--- src/rtl/harmonic_sequencer_pkg.sv ---
// Shared types and defaults for the additive-oscillator harmonic phase sequencer.
package harmonic_sequencer_pkg;

    localparam int unsigned DefaultPosWidth  = 16;
    localparam int unsigned DefaultHarmWidth = 8;

    typedef enum logic [1:0] {
        StIdle  = 2'd0,
        StCalc  = 2'd1,
        StDrain = 2'd2
    } hs_state_e;

    // Half of the phase range: an increment at or above this aliases.
    function automatic logic [63:0] nyquist_threshold(input int unsigned width);
        return 64'(1) << (width - 1);
    endfunction

endpackage

--- src/rtl/harmonic_sequencer.sv ---
// Per-sample harmonic phase sequencer: read-modify-writes each harmonic's phase position in an
// external RAM and streams the updated positions to the sine-lookup/mix stage.
module harmonic_sequencer
    import harmonic_sequencer_pkg::*;
#(
    parameter int unsigned POS_WIDTH  = DefaultPosWidth,
    parameter int unsigned HARM_WIDTH = DefaultHarmWidth
) (
    input  logic                  clk,
    input  logic                  reset_n,
    input  logic                  sample_strobe,
    input  logic [POS_WIDTH-1:0]  freq,
    input  logic [HARM_WIDTH-1:0] harm_count,
    input  logic                  phase_sync,
    output logic [HARM_WIDTH-1:0] ram_addr,
    output logic [POS_WIDTH-1:0]  ram_din,
    output logic                  ram_we,
    input  logic [POS_WIDTH-1:0]  ram_dout,
    output logic [POS_WIDTH-1:0]  out_pos,
    output logic [HARM_WIDTH-1:0] out_harm,
    output logic                  out_valid,
    output logic                  out_last,
    input  logic                  out_ready,
    output logic                  busy,
    output logic                  overrun
);

    localparam int unsigned SumWidth = POS_WIDTH + 2;
    localparam logic [SumWidth-1:0] NyqLimit = SumWidth'(nyquist_threshold(POS_WIDTH));

    hs_state_e             r_state;
    logic [POS_WIDTH-1:0]  r_freq;
    logic [HARM_WIDTH-1:0] r_harm_count;
    logic                  r_sync;
    logic [HARM_WIDTH-1:0] r_h;
    logic [POS_WIDTH:0]    r_inc;
    logic [POS_WIDTH-1:0]  r_out_pos;
    logic [HARM_WIDTH-1:0] r_out_harm;
    logic                  r_out_valid;
    logic                  r_out_last;
    logic                  r_overrun;

    hs_state_e             w_state_next;
    logic [POS_WIDTH-1:0]  w_freq_next;
    logic [HARM_WIDTH-1:0] w_harm_count_next;
    logic                  w_sync_next;
    logic [HARM_WIDTH-1:0] w_h_next;
    logic [POS_WIDTH:0]    w_inc_next;
    logic [POS_WIDTH-1:0]  w_out_pos_next;
    logic [HARM_WIDTH-1:0] w_out_harm_next;
    logic                  w_out_valid_next;
    logic                  w_out_last_next;

    logic                  w_busy;
    logic                  w_out_free;
    logic                  w_calc_fire;
    logic [POS_WIDTH-1:0]  w_base;
    logic [POS_WIDTH-1:0]  w_new_pos;
    logic [SumWidth-1:0]   w_inc_sum;
    logic [HARM_WIDTH-1:0] w_h_final;
    logic                  w_last;

    assign w_busy      = (r_state != StIdle);
    assign w_out_free  = !r_out_valid || out_ready;
    assign w_calc_fire = (r_state == StCalc) && w_out_free;

    assign w_base    = r_sync ? '0 : ram_dout;
    assign w_new_pos = w_base + r_inc[POS_WIDTH-1:0];

    // The increment of the next harmonic decides whether this one closes the frame.
    assign w_inc_sum = SumWidth'(r_inc) + SumWidth'(r_freq);
    assign w_h_final = r_harm_count - HARM_WIDTH'(1);
    assign w_last    = (r_h == w_h_final) || (w_inc_sum >= NyqLimit);

    assign ram_addr = r_h;
    assign ram_din  = (r_state == StCalc) ? w_new_pos : '0;
    assign ram_we   = w_calc_fire;

    assign out_pos   = r_out_pos;
    assign out_harm  = r_out_harm;
    assign out_valid = r_out_valid;
    assign out_last  = r_out_last;
    assign busy      = w_busy;
    assign overrun   = r_overrun;

    always_comb begin
        w_state_next      = r_state;
        w_freq_next       = r_freq;
        w_harm_count_next = r_harm_count;
        w_sync_next       = r_sync;
        w_h_next          = r_h;
        w_inc_next        = r_inc;
        w_out_pos_next    = r_out_pos;
        w_out_harm_next   = r_out_harm;
        w_out_valid_next  = r_out_valid && !out_ready;
        w_out_last_next   = r_out_last;

        unique case (r_state)
            StIdle: begin
                if (sample_strobe && (harm_count != '0)) begin
                    w_freq_next       = freq;
                    w_harm_count_next = harm_count;
                    w_sync_next       = phase_sync;
                    w_h_next          = '0;
                    w_inc_next        = {1'b0, freq};
                    w_state_next      = StCalc;
                end
            end
            StCalc: begin
                if (w_out_free) begin
                    w_out_pos_next   = w_new_pos;
                    w_out_harm_next  = r_h;
                    w_out_valid_next = 1'b1;
                    w_out_last_next  = w_last;
                    if (w_last) begin
                        w_state_next = StDrain;
                    end else begin
                        w_h_next   = r_h + HARM_WIDTH'(1);
                        w_inc_next = w_inc_sum[POS_WIDTH:0];
                    end
                end
            end
            StDrain: begin
                if (r_out_valid && out_ready) begin
                    w_state_next = StIdle;
                end
            end
            default: w_state_next = StIdle;
        endcase
    end

    always_ff @(posedge clk or negedge reset_n) begin
        if (!reset_n) begin
            r_state      <= StIdle;
            r_freq       <= '0;
            r_harm_count <= '0;
            r_sync       <= 1'b0;
            r_h          <= '0;
            r_inc        <= '0;
            r_out_pos    <= '0;
            r_out_harm   <= '0;
            r_out_valid  <= 1'b0;
            r_out_last   <= 1'b0;
            r_overrun    <= 1'b0;
        end else begin
            r_state      <= w_state_next;
            r_freq       <= w_freq_next;
            r_harm_count <= w_harm_count_next;
            r_sync       <= w_sync_next;
            r_h          <= w_h_next;
            r_inc        <= w_inc_next;
            r_out_pos    <= w_out_pos_next;
            r_out_harm   <= w_out_harm_next;
            r_out_valid  <= w_out_valid_next;
            r_out_last   <= w_out_last_next;
            r_overrun    <= sample_strobe && w_busy;
        end
    end

endmodule
--- config.mk ---
export PLATFORM = sky130hd
export DESIGN_NAME = harmonic_sequencer
export DESIGN_NICKNAME = d
export VERILOG_FILES = /design/src/rtl/harmonic_sequencer_pkg.sv /design/src/rtl/harmonic_sequencer.sv
export SDC_FILE = /design/constraint.sdc
export NUM_CORES = 1
export LEC_CHECK = 0
export CORE_MARGIN = 5
export CORE_UTILIZATION = 43
export CTS_BUF_LIST = sky130_fd_sc_hd__clkbuf_8
export CTS_CLUSTER_SIZE = 28
export DETAILED_ROUTE_END_ITERATION = 10
export GPL_TIMING_DRIVEN = 0
export HOLD_SLACK_MARGIN = 0.08
export PLACE_DENSITY = 0.69
export SLEW_MARGIN = 10
export SYNTH_ARGS = -nofsm -noshare
export SYNTH_HDL_FRONTEND = slang
export SYNTH_SLANG_ARGS = --single-unit
export TNS_END_PERCENT = 10
--- constraint.sdc ---
create_clock -name clk -period 3.21 [get_ports clk]
set_input_delay 0.642 -clock clk [delete_from_list [all_inputs] [get_ports clk]]
set_output_delay 0.642 -clock clk [all_outputs]
set_load 0.02 [all_outputs]
# After elaboration in Yosys (flattened, before gate mapping)
# Cells that the tools add are included.
[totals] register_bits=79 inputBits=45 out_inout_bits=53 wordCells=58
[op_classes] n_addsub=4 order_cmp=1 n_eq_ne=8 mux=17 reduce_logical=17
[op_table] cell="$mux 17" n=3
[op_table] cell="$pmux 17 s2" n=1
[op_table] cell="$mux 16" n=2
[op_table] cell="$mux 8" n=3
[op_table] cell="$add 17x16->18" n=1
[op_table] cell="$ge 18x16->1 const B" n=1
[op_table] cell="$add 16x16->16" n=1
[op_table] cell="$pmux 8 s2" n=1
[op_table] cell="$ne 2x2->1 const B" n=5
[op_table] cell="$add 8x1->8 const B" n=1
[op_table] cell="$eq 8x8->1" n=1
[op_table] cell="$mux 2" n=4
[op_table] cell="$reduce_and 4->1" n=2
[op_table] cell="$reduce_bool 8->1" n=1
[op_table] cell="$sub 8x1->8 const B" n=1
[op_table] cell="$pmux 2 s3" n=1
[op_table] cell="$logic_and 1x1->1" n=5
[op_table] cell="$reduce_and 2->1" n=2
[op_table] cell="$reduce_bool 2->1" n=2
[op_table] cell="$eq 2x1->1 const B" n=1
[op_table] cell="$eq 2x2->1 const B" n=1
[op_table] cell="$logic_not 1->1" n=2
[op_table] cell="$logic_not 2->1" n=1
[op_table] cell="$logic_or 1x1->1" n=2
[op_table] cell="$mux 1" n=2

# Depth between registers and ports, before layout
[depth] ltp_word=6 ltp_mapped=12

# Worst setup path before layout
# Ideal clock, no wire load.
[synth_path] kind="input to output" start="input ram_dout[0]" end="output ram_din[14]" arrival_ns=2.746 slack_ns=-0.178 cell_stages=11 cell_sequence="nor2b_1 > ha_1 > fa_1 > a21o_1 > a21oi_1 > o21bai_1 > a21o_1 > o221ai_1 > o21ai_0 > xnor2_1 > nor2_1"
[synth_between] elab_chain_len=3
[synth_lines] element="start, declared" line_no="harmonic_sequencer.sv:18" source="input logic [POS_WIDTH-1:0] ram_dout,"
[synth_lines] element="$mux 16" line_no="harmonic_sequencer.sv:67" source="assign w_base = r_sync ? '0 : ram_dout;"
[synth_lines] element="$add 16x16->16" line_no="harmonic_sequencer.sv:68" source="assign w_new_pos = w_base + r_inc[POS_WIDTH-1:0];"
[synth_lines] element="$mux 16" line_no="harmonic_sequencer.sv:76" source="assign ram_din = (r_state == StCalc) ? w_new_pos : '0;"
[synth_lines] element="end, declared" line_no="harmonic_sequencer.sv:16" source="output logic [POS_WIDTH-1:0] ram_din,"
# No other way between the ends.

# Final worst setup path
[layout_path] start="register r_sync" end="output ram_din[15]"
[layout_between] elab_chain_len=3
[layout_lines] element="start, declared" line_no="harmonic_sequencer.sv:34" source="logic r_sync;"
[layout_lines] element="start signal, assigned" line_no="harmonic_sequencer.sv:149" source="r_sync <= w_sync_next;"
[layout_lines] element="$mux 16" line_no="harmonic_sequencer.sv:67"
[layout_lines] element="$add 16x16->16" line_no="harmonic_sequencer.sv:68"
[layout_lines] element="$mux 16" line_no="harmonic_sequencer.sv:76"
# No other way between the ends.

==> summary.md <==
| Metric | Value |
|---|---|
| Fin crit period | `3.43 ns` |
| Final number of setup-violating endpoints | `10` |
| Core ar. | `0.0114 mm²` |
| Worst Setup Slack, final | `-0.219 ns` |
| Sw frac | `0.459` |
| Routed wire length | `13.8 mm` |
| Synth Warn # | `0` |
| Gr ovfl total | `0` |
| Yosys reg bits | `79` |
| Peak VDD IR | `0.551 mV` |
| H-tree depth | `3` |
| Combinational group share of total power | `0.656` |
| GPL Wtd Cong | `0.876` |
| First-pass GRT wire length | `22.8 mm` |
| Placed wire-length estimate | `10.3 mm` |
| Hold-fix buffers, CTS | `0` |
| Worst skew pair latency | `0.38 ns` |
| Worst endpoint data arrival time | `2.79 ns` |
| Main combinational cell family by area after synthesis | `simple AND/OR/NAND/NOR gates` |
| Actual slew at the worst max-slew pin | `0.695 ns` |
| DR iter-0 viols | `281` |
| Number of global-route vias before repair | `4,573` |
| Status | `finished, violations left` |
| Average wire per standard cell | `16.7 µm` |
| Max FO, Critical Path | `10` |
| Adder-cell area share of the yosys netlist | `0.0913` |
| Top FF cell, synth | `dfrtp_1` |
| PD cells | `1140 mW/mm²` |
| Number of antenna violations at the first check in global routing | `0` |
| Via-per-instance ratio | `5.49` |
| Post-synthesis simple-gate area fraction | `0.190` |
| Synthesis-to-finish area growth | `35.6%` |
| Final hold vios | `0` |
| Reg power frac | `0.233` |
| Synth cell types | `51` |
| Max-slew violation count | `0` |
| Fin nets | `757` |
| FMAX | `292 MHz` |
| Final Power | `0.00763 W` |
| Setup Skew | `0.00836 ns` |
| Xor/xnor share of the synthesized area | `0.0654` |
| Via count | `4,529` |
| Crit path kind | `flop to output port` |
| FFs w/ async S/R, synth | `1.00` |
| CTS tree | `yes` |
| Failing checks | `negative setup slack` |
| EDFF count, synth | `0` |
| Row Count | `39` |
| Synth Net Count | `627` |
| Initial core utilization | `0.436` |
| Final ANT Viol Nets | `0` |
| Die ar. | `0.0138 mm²` |
| DP Worst Slack | `-1.16 ns` |
| Mapped Cells | `547` |
| I/O Buffers | `97` |
| Rel. slew slack | `0.537` |
| Drt drc | `0` |
| Clk sinks | `79` |
| Avg Inst Size Synth | `9.06 µm²` |
| Final period utilization | `1.07` |
| Clock network power share | `0.111` |
| Mux share of post-synthesis cell area | `0.0646` |
| CTS Buffer Depth | `2` |
| # IOs | `98` |
| All-Layer GR Usage | `0.202` |
| Largest net degree at the start of global routing | `48` |
| Switching power total | `0.00351 W` |
| Root buf cell | `clkbuf_8` |
| Startpoint types | `flop` |
| Post-Syn Area | `0.00496 mm²` |
| Int Power | `0.00413 W` |
| Share of cells above drive strength 1 | `0.177` |
| Synth Area in Compound Gates | `0.156` |
| Num CTS Buffers | `9` |
| Worst min-delay path class | `primary input to async pin` |
| RSZ-0062 raised after global routing | `true` |
| Register area share after synthesis | `0.399` |
| Die Ht | `117 µm` |
| First-pass DRT Iterations | `5` |
| Worst path required time | `2.57 ns` |
| Die width | `117 µm` |
| Lkg Pwr | `3.04 nW` |
| Setup crit end kind | `output port` |
| Clk slew on worst S/H paths | `0.08 ns` |
| Max cap viols | `0` |
| Antenna cell count | `0` |
-- layout by cell type (no fill, tap or decap), types with 9 or more instances in the layout --
master           instances
nand2_1                 81
dfrtp_1                 77
clkdlybuf4s50_1         76
o21ai_0                 44
nor2_1                  32
ha_1                    28
buf_4                   26
a21oi_1                 22
mux2_2                  22
xnor2_1                 18
inv_1                   17
nor2b_1                 16
xor2_1                  16
clkbuf_1                15
nand3_1                 14
a21o_1                  12
clkbuf_8                10
nand2b_1                 9
buf_2                    9
-- flip-flops by register name (all words and copies together), names as in the netlist --
name,cells
out_harm,8
out_last,1
out_pos,16
out_valid,1
overrun,1
r_freq,16
r_harm_count,8
r_inc,17
r_state,2
r_sync,1
ram_addr,8
-- power groups by stage --
| stage | Clock [W] | Combinational [W] | Sequential, W |
|---|---|---|---|
| after floorplan | 0 | 0.00303 | 0.00182 |
| after global placement | 0 | 0.00434 | 0.00176 |
| after detailed placement | 0 | 0.00447 | 0.00178 |
| after CTS | 0.000858 | 0.00476 | 0.00176 |
| after global routing | 0.000904 | 0.00551 | 0.00183 |
| final | 0.000844 | 0.00501 | 0.00178 |
-- cells by family after synthesis --
family | Yosys count
AND/OR/NAND/NOR | 197
multiplexers | 29
buffers and inverters | 42
AO/OA/AOI/OAI | 128
XOR/XNOR | 37
adder cells (fa/ha/maj) | 35
flip-flops | 79
-- layer usage --
layer	vias to the layer above	GRT usage	share of wire
li1	2183	-	-
met1	2198	0.266	0.45
met2	131	0.325	0.48
met3	17	0.0371	0.050
met4	0	0.0827	0.018
met5	-	0	0
-- repair_timing --
item                       CTS  global route
gates resized for setup     84            33
buffers inserted            16             5
setup endpoints to repair   28            30
pin swaps                   31            21
-- stage by stage --
step,util,hold WS (ns),cells,setup TNS [ns],area [µm²]
2_1_floorplan,-,0.346,547,-0.0148,4970
3_3_place_gp,0.539,0.458,787,-113.84,6120
3_5_place_dp,0.541,0.467,788,-13.00,6150
4_1_cts,0.577,0.211,820,-1.68,6560
5_1_grt,0.591,0.227,825,-2.69,6720
6_report,0.591,0.203,825,-1.12,6720
-- area by class of cell --
class	instances	area [µm²]
Timing Repair Buffer	119	1110
Tap cell	143	179
Sequential cell	79	1980
Buffer	24	120
Inverter	18	68.8
Multi-Input combinational cell	426	3040
Clock buffer	9	124
Clock inverter	7	97.6
Fill cell	999	4650
-- path summary, 6_finish.rpt --
check | from | end | slack [ns] | cells past startpoint
max in group asynchronous | reset_n | r_inc[8]$_DFFE_PN0P_ | 2.41 | 2
worst min register to register | out_harm[4]$_DFFE_PN0P_ | out_harm[4]$_DFFE_PN0P_ | 0.48 | 2
min in group clk | out_harm[4]$_DFFE_PN0P_ | out_harm[4]$_DFFE_PN0P_ | 0.48 | 2
worst max register to register | r_inc[8]$_DFFE_PN0P_ | r_inc[10]$_DFFE_PN0P_ | 0.06 | 11
worst max-delay path | r_sync$_DFFE_PN0P_ | ram_din[15] | -0.22 | 12
worst min-delay path | reset_n | overrun$_DFF_PN0_ | 0.20 | 1
-- worst max-delay path: stages, from the launching register on --
cell and delay, ns:
dfrtp_2 0.46, clkbuf_8 0.19, nor2b_1 0.12, ha_1 0.29, and3_4 0.19, and3_4 0.18, a31oi_2 0.17, buf_4 0.15
o221ai_2 0.09, a21oi_2 0.19, xnor2_2 0.14, nor2_1 0.06, buf_4 0.18
-- synth_stat cells (3+ instances only) --
cell type / number / area (µm²)
and2_1: 4 / 25.0
nor2_1: 34 / 128
or4_1: 3 / 22.5
o21a_1: 3 / 22.5
nand3_1: 14 / 70.1
dfrtp_1: 79 / 1980
and3_1: 6 / 37.5
mux2i_1: 5 / 50.1
a211oi_1: 3 / 22.5
nor4_1: 6 / 37.5
o21bai_1: 4 / 30.0
mux2_2: 22 / 248
o21ai_0: 50 / 250
a21o_1: 12 / 90.1
ha_1: 33 / 413
inv_1: 17 / 63.8
nand2b_1: 9 / 56.3
a21oi_1: 31 / 155
nand4_1: 4 / 25.0
clkbuf_1: 17 / 63.8
xnor2_1: 21 / 184
and4_1: 4 / 35.0
xor2_1: 16 / 140
buf_2: 3 / 15.0
buf_1: 3 / 11.3
nand2_1: 81 / 304
a31oi_1: 7 / 43.8
nor2b_1: 21 / 131
nor3_1: 5 / 25.0
No activity file was read; power rests on OpenSTA's default activity.
